### src/rtl/sirv_gnrl_pkg.sv
// ---------------------------------------------------------------------------
// sirv_gnrl_pkg
// Shared helper constants and functions for the general-purpose pipeline
// buffer family.
//   ptr_width(dp) : width of a read/write pointer for a dp-entry buffer,
//                   never less than 1 bit so a DP=1 buffer still has a
//                   (constant zero) pointer register.
//   cnt_width(dp) : width of an occupancy counter able to hold 0..dp.
// ---------------------------------------------------------------------------
package sirv_gnrl_pkg;

    function automatic int ptr_width(input int dp);
        return (dp > 1) ? $clog2(dp) : 1;
    endfunction

    function automatic int cnt_width(input int dp);
        return $clog2(dp + 1);
    endfunction

endpackage

### src/rtl/sirv_gnrl_dfflr.sv
// ---------------------------------------------------------------------------
// sirv_gnrl_dfflr
// Load-enabled D flip-flop bank with asynchronous active-low clear.
// Every state bit of the pipeline buffer is built from this cell.
//   clk   : rising-edge clock
//   rst_n : asynchronous active-low reset, clears qout to 0
//   lden  : load enable; qout takes dnxt on the next rising edge when 1
//   dnxt  : next value
//   qout  : registered value
// ---------------------------------------------------------------------------
module sirv_gnrl_dfflr #(
    parameter int DW = 32
) (
    input  logic          clk,
    input  logic          rst_n,
    input  logic          lden,
    input  logic [DW-1:0] dnxt,
    output logic [DW-1:0] qout
);

    always_ff @(posedge clk or negedge rst_n) begin
        if (!rst_n) begin
            qout <= '0;
        end else if (lden) begin
            qout <= dnxt;
        end
    end

endmodule

### src/rtl/sirv_gnrl_pipe_buf.sv
// ---------------------------------------------------------------------------
// sirv_gnrl_pipe_buf
// Valid/ready FIFO pipeline buffer of DP entries, DW bits each, with exactly
// one cycle of latency from input handshake to output visibility.
//
// Parameters
//   DW        : payload width in bits
//   DP        : depth in entries (any integer 1..8)
//   CUT_READY : 1 -> i_rdy depends only on internal state (!full)
//               0 -> i_rdy = !full | o_rdy (accepts into a full buffer that
//                    is being drained in the same cycle)
// Ports
//   clk, rst_n     : clock, asynchronous active-low reset
//   i_vld/i_rdy/i_dat : upstream handshake and payload
//   o_vld/o_rdy/o_dat : downstream handshake and oldest payload
//   o_cnt          : occupancy, present only when the macro
//                    SIRV_PIPE_BUF_CNT_EN is defined
// ---------------------------------------------------------------------------
module sirv_gnrl_pipe_buf
    import sirv_gnrl_pkg::*;
#(
    parameter int DW        = 32,
    parameter int DP        = 2,
    parameter int CUT_READY = 0
) (
    input  logic                      clk,
    input  logic                      rst_n,
    input  logic                      i_vld,
    output logic                      i_rdy,
    input  logic [DW-1:0]             i_dat,
    output logic                      o_vld,
    input  logic                      o_rdy,
    output logic [DW-1:0]             o_dat
`ifdef SIRV_PIPE_BUF_CNT_EN
    ,
    output logic [cnt_width(DP)-1:0]  o_cnt
`endif
);

    localparam int PW = ptr_width(DP);
    localparam int CW = cnt_width(DP);

    logic [PW-1:0] wr_ptr_reg;
    logic [PW-1:0] wr_ptr_next;
    logic [PW-1:0] rd_ptr_reg;
    logic [PW-1:0] rd_ptr_next;
    logic [CW-1:0] cnt_reg;
    logic [CW-1:0] cnt_next;
    logic [DW-1:0] mem_reg [DP];

    logic full;
    logic empty;
    logic push;
    logic pop;

    assign full  = (cnt_reg == CW'(DP));
    assign empty = (cnt_reg == '0);

    generate
        if (CUT_READY != 0) begin : gen_cut_ready
            assign i_rdy = ~full;
        end else begin : gen_pass_ready
            // A full buffer can still take a word when the head leaves in
            // the same cycle; the freed slot is the one being written.
            assign i_rdy = ~full | o_rdy;
        end
    endgenerate

    assign o_vld = ~empty;
    assign push  = i_vld & i_rdy;
    assign pop   = o_vld & o_rdy;

    // Pointers wrap explicitly at DP-1 so non-power-of-two depths work.
    assign wr_ptr_next = (wr_ptr_reg == PW'(DP - 1)) ? '0 : (wr_ptr_reg + PW'(1));
    assign rd_ptr_next = (rd_ptr_reg == PW'(DP - 1)) ? '0 : (rd_ptr_reg + PW'(1));

    always_comb begin
        cnt_next = cnt_reg;
        if (push && !pop) begin
            cnt_next = cnt_reg + CW'(1);
        end else if (pop && !push) begin
            cnt_next = cnt_reg - CW'(1);
        end
    end

    sirv_gnrl_dfflr #(.DW(PW)) u_wr_ptr (
        .clk   (clk),
        .rst_n (rst_n),
        .lden  (push),
        .dnxt  (wr_ptr_next),
        .qout  (wr_ptr_reg)
    );

    sirv_gnrl_dfflr #(.DW(PW)) u_rd_ptr (
        .clk   (clk),
        .rst_n (rst_n),
        .lden  (pop),
        .dnxt  (rd_ptr_next),
        .qout  (rd_ptr_reg)
    );

    // Count only moves when exactly one of push/pop happens.
    sirv_gnrl_dfflr #(.DW(CW)) u_cnt (
        .clk   (clk),
        .rst_n (rst_n),
        .lden  (push ^ pop),
        .dnxt  (cnt_next),
        .qout  (cnt_reg)
    );

    genvar gi;
    generate
        for (gi = 0; gi < DP; gi++) begin : gen_entry
            logic entry_lden;
            assign entry_lden = push & (wr_ptr_reg == PW'(gi));

            sirv_gnrl_dfflr #(.DW(DW)) u_entry (
                .clk   (clk),
                .rst_n (rst_n),
                .lden  (entry_lden),
                .dnxt  (i_dat),
                .qout  (mem_reg[gi])
            );
        end
    endgenerate

    // Read mux over registered storage only: no combinational i_dat path.
    always_comb begin
        o_dat = '0;
        for (int i = 0; i < DP; i++) begin
            if (rd_ptr_reg == PW'(i)) begin
                o_dat = mem_reg[i];
            end
        end
    end

`ifdef SIRV_PIPE_BUF_CNT_EN
    assign o_cnt = cnt_reg;
`endif

endmodule

### config.mk
export PLATFORM = sky130hd
export DESIGN_NAME = sirv_gnrl_pipe_buf
export DESIGN_NICKNAME = d
export VERILOG_FILES = /design/src/rtl/sirv_gnrl_pkg.sv /design/src/rtl/sirv_gnrl_dfflr.sv /design/src/rtl/sirv_gnrl_pipe_buf.sv
export SDC_FILE = /design/constraint.sdc
export NUM_CORES = 1
export LEC_CHECK = 0
export ABC_AREA = 1
export ABC_CLOCK_PERIOD_IN_PS = 1420
export CORE_MARGIN = 2
export CORE_UTILIZATION = 35
export CTS_BUF_LIST = sky130_fd_sc_hd__clkbuf_16
export DETAILED_ROUTE_END_ITERATION = 8
export GPL_ROUTABILITY_DRIVEN = 0
export HOLD_SLACK_MARGIN = 0.05
export PLACE_DENSITY_LB_ADDON = 0.08
export SYNTH_ARGS = -nofsm -noshare
export SYNTH_HDL_FRONTEND = slang
export SYNTH_SLANG_ARGS = --single-unit
### constraint.sdc
create_clock -name clk -period 1.42 [get_ports clk]
set_input_delay 0.355 -clock clk [delete_from_list [all_inputs] [get_ports clk]]
set_output_delay 0.355 -clock clk [all_outputs]
set_load 0.05 [all_outputs]
# Word-level counts from Yosys, hierarchy flattened
# Index checks and enable logic that the tools add are counted.
# word_totals
out_inout_bits	34
reg_bits	68
input_bits	36
# op_classes
reduce_logical	7
n_eq_ne	1
n_mux	5
bitwise	9
n_addsub	4
# ops
operator	n
32-bit 2-to-1 mux	1
1-bit AND	4
2-bit 2-to-1 mux	2
1-bit inverter	3
1-bit adder, second input constant	2
2-bit by 1-bit adder with 2-bit output, second input constant	1
2-bit equality test, second input constant	1
1-bit logical AND	2
1-bit zero test	2
2-bit zero test	1
1-bit 2-to-1 mux	2
2-bit AND reduction	1
2-bit nonzero test	1
2-bit by 1-bit subtractor with 2-bit output, second input constant	1
1-bit OR	1
1-bit XOR	1

# Depth between registers and ports, before layout
# depth
word_depth	8
mapped_depth	11

# By module
# Synthesis repeated with hierarchy kept, for this count alone.
# unflattened
hier_cells	424
area_unflattened_um2	3380.7
# by_module_without_submodules
mod	area_each_um2	cells_per_inst	instances
sirv_gnrl_dfflr (gen_entry[0].u_entry ...)	1292.5	136	2
sirv_gnrl_pipe_buf	639.4	133	1
sirv_gnrl_dfflr (u_rd_ptr ...)	40.0	5	2
sirv_gnrl_dfflr (u_cnt)	76.3	9	1

# Worst setup path before layout
# Ideal clock, no wire load.
# synth_path
kind	reg-to-reg
from	reg u_cnt.qout[1]
to	reg u_cnt.qout[1]
setup_slack_ps	-201
t_arrival_ps	1504
path_stages_with_launch	9
setup_time_ps	117
cell_sequence	dfrtp_1 > inv_1 > nand2_1 > nand2_1 > ha_1 > inv_1 > nand3_1 > nand2_1 > nand2_1
# synth_via
elab_cells_between_ends	18
classes_between	2 x add/sub; 1 x eq/ne; 2 x mux; 6 x bitwise; 7 x reduce/logical
# synth_rtl
element	line	text
from (decl)	sirv_gnrl_dfflr.sv:18	output logic [DW-1:0] qout
from (signal assigned)	sirv_gnrl_dfflr.sv:25	qout <= dnxt;
2-bit zero test (*)	sirv_gnrl_pipe_buf.sv:57	assign empty = (cnt_reg == '0);
1-bit inverter (*)	sirv_gnrl_pipe_buf.sv:69	assign o_vld = ~empty;
named net o_vld	sirv_gnrl_pipe_buf.sv:31	output logic o_vld,
1-bit AND (*)	sirv_gnrl_pipe_buf.sv:71	assign pop = o_vld & o_rdy;
1-bit zero test	sirv_gnrl_pipe_buf.sv:79	if (push && !pop) begin
1-bit logical AND	sirv_gnrl_pipe_buf.sv:79	
2-bit nonzero test (no line)	--	
2-bit AND reduction (no line)	--	
# The timed path passes the listed nets; every way through them passes the cells marked *. The select of a mux whose other input is x is not followed.
# A chain may end at the register's enable or synchronous reset.

# Worst setup path after layout
# layout_path
from	reg u_rd_ptr.qout
to	out o_dat[26]
# layout_via
elab_chain_len	1
# layout_lines
element	line	text
from (decl)	sirv_gnrl_dfflr.sv:18	
from (signal assigned)	sirv_gnrl_dfflr.sv:25	
32-bit 2-to-1 mux	sirv_gnrl_pipe_buf.sv:131	if (rd_ptr_reg == PW'(i)) begin
to (decl)	sirv_gnrl_pipe_buf.sv:33	output logic [DW-1:0] o_dat
# Every way passes these cells.

==> results.ini <==
[outcome]
outcome = finished, violations left
violations = negative setup slack

[final_layout]
antenna_cells = 0
num-nets-final = 533
area_growth_pct = 46.90
regArea_um2 = 1704
design_area_um2 = 4836
fillers = 916
stdcell_count = 611
final_core_util = 0.5259
multiInputGateArea_um2 = 1519
drive_above_1_share = 0.2960

[worst_setup_path]
worstPathArrival_ns = 1.34
cpMostUsedCell = nand2_2
path_max_fanout = 16
cp-end-kind = output pin
crit_family = buffers and inverters
cp_cell_sequence = buf_6 -> buf_16 -> nand2_2 -> nand2_2 -> buf_8
rr_worst_depth = 7
crit_slowest_cell = dfrtp_2
rr_startpoint = u_cnt.qout[1]$_DFFE_PN0P_
critical_path_buf_inv_count = 3
startpoint = u_rd_ptr.qout$_DFFE_PN0P_
r2r_end = gen_entry[1].u_entry.qout[1]$_DFFE_PN0P_
cp-start-kind = flip-flop
cpPeakStageDelay_ns = 0.43
r2r_slack_ns = 0.08
worstSetupPathType = flip-flop to output pin
worstPathRequired_ns = 1.07

[timing]
grt_setup_unrepaired = true
fmax_mhz = 591.0
final_max_slew_viol_count = 0
fin_ws_ns = -0.2719
period_needed_ns = 1.692
max_slew_margin = 0.6313
finalCritPeriodShare = 1.191
skew_ns = 0.007810
setup_tns_ns = -8.345
hold_viol_final = 0
setup_viol = 34
tightest_slew_ns = 0.5530
hold_slack_ns = 0.02713

[logic_synthesis]
ys_async_sr_fraction = 1.000
netlist.area_leader.share = 0.5169
synthMuxAreaShare = 0
synth_edf_count = 0
synth_top_family_by_area = simple AND/OR/NAND/NOR gates
ys_seq_area_frac = 0.5169
synth_fp_nets = 452
yosys_warnings = 0
netlist_instances = 415
synth_seq_cells = 68
synth_area_um2 = 3292
synth.most_common_cell = nand2_1
synth-adder-area-share = 0.003801
synth_common_cells = nand2_1, dfrtp_1, nand4_1
synth_top_cell_by_area = dfrtp_1
yosys.area_share.simple = 0.4021
synthXorXnorAreaFrac = 0.005321
ys_dominant_reg_cell = dfrtp_1
synth_cell_types = 17
synth_area_per_cell_um2 = 7.932
yosys-top-cells-area = dfrtp_1, nand2_1, nand4_1
synth_compound_area_frac = 0

[detailed_routing]
dr.pass1.iters = 4
vias = 3024
drc = 0
wl_per_cell_um = 15.44
antenna_left = 0
totalWireLength_mm = 9.433
vias_per_cell = 4.949
drt_iter0_drc = 127

[run]
maxCapViolations = 0

[die]
dieWidth_um = 101.0
initial_core_util = 0.3580
die_h_um = 101.0
num_rows = 35
coreArea_um2 = 9196
die_area_um2 = 10200
ios = 70

[global_routing]
grt_overflow_total = 0
use_met3 = 0.04646
grt_use_met2 = 0.3174
grt_usage = 0.2044
grt_pass1_vias = 3047
grt_antenna_before_repair = 0
grtUsageMet1 = 0.2862
grt.busiest_layer = met2
grt_pass1_wl_mm = 16.01
grt_max_degree = 69

[place]
port_buffers = 69
dp.cells = 587
dpl-instance-area_um2 = 4170
dp_hpwl_mm = 5.717

[clock_network]
cts_root_buf = clkbuf_16
clk_pin_slew_ns = 0.06
clk_latency_ns = 0.33
cts_max_level = 3
cts_made_buffers = 9
cts_sinks = 68
ctsLongestPathBuffers = 2
cts_tree = yes
cts_hold_buf = 0

[power_and_ir_drop]
powerDensity_nw_per_um2 = 2892
p_leak_nw = 2.456
max-vdd-ir-drop_mv = 1.257

[worst_hold_path]
hold_class = input pin to asynchronous set/reset pin

[layout by cell type, fill, tap and decap left out, types with 2 or more instances in the layout]
| master | synthesis | layout |
|---|---|---|
| buf_8 | 0 | 8 |
| nand2_1 | 233 | 180 |
| inv_1 | 5 | 4 |
| buf_4 | 5 | 20 |
| buf_16 | 0 | 2 |
| nand3_4 | 1 | 3 |
| clkbuf_16 | 0 | 9 |
| clkinvlp_4 | 0 | 2 |
| buf_2 | 18 | 2 |
| nand4_1 | 65 | 65 |
| dfrtp_1 | 68 | 66 |
| buf_6 | 5 | 33 |
| dfrtp_2 | 0 | 2 |
| inv_2 | 2 | 4 |
| buf_12 | 0 | 6 |
| nand2_2 | 0 | 52 |
| clkdlybuf4s50_1 | 0 | 32 |
[worst max path at each step]
stage                                            to  slack, ns  cells past startpoint
after floorplan           u_cnt.qout[1]$_DFFE_PN0P_      -0.05                     10
after global placement    u_cnt.qout[1]$_DFFE_PN0P_      -0.38                     10
after detailed placement  u_cnt.qout[1]$_DFFE_PN0P_      -0.40                     10
after CTS                                 o_dat[23]      -0.29                      5
after global routing                      o_dat[26]      -0.33                      5
final                                     o_dat[26]      -0.27                      5
[logic make-up after synthesis]
kind of cell,count (synthesis)
XOR/XNOR,2
AND/OR/NAND/NOR,302
flip-flops,68
buffers and inverters,42
adder cells (fa/ha/maj),1
[power breakdown]
part,internal (mW),switching [mW]
logic,3.21,5.20
registers,2.87,0.560
clock network,1.33,0.812
[layout make-up]
class                      count  area share
timing repair buffer         104      0.2391
tap                          111     0.02872
multi-input combinational    305      0.3141
sequential                    68      0.3524
clock inverter                 6     0.01190
clock buffer                   9     0.04657
inverter                       8    0.007244
[sequential cells by signal, summed over array words and instances, names as in the netlist]
name	cells
u_cnt.qout	2
u_rd_ptr.qout	1
u_wr_ptr.qout	1
gen_entry.u_entry.qout	64
[layer usage]
metal,wire (um),vias up
met5,0,-
met4,124,0
met3,461,12
met2,4578,76
met1,4268,1415
li1,-,1521
[metrics by stage]
stage          setup slack [ns]  total power, mW
2_1_floorplan          -0.04853            8.293
3_3_place_gp            -0.3774            10.50
3_5_place_dp            -0.4013            10.59
4_1_cts                 -0.2864            13.87
5_1_grt                 -0.3274            14.93
6_report                -0.2719            13.98
[what timing repair did]
item,in CTS,in global routing
cloned,3,0
pin swaps,2,0
gates resized for setup,59,25
setup endpoints to repair,44,100
buffers inserted,5,2
(Power assumes the default switching activity.)
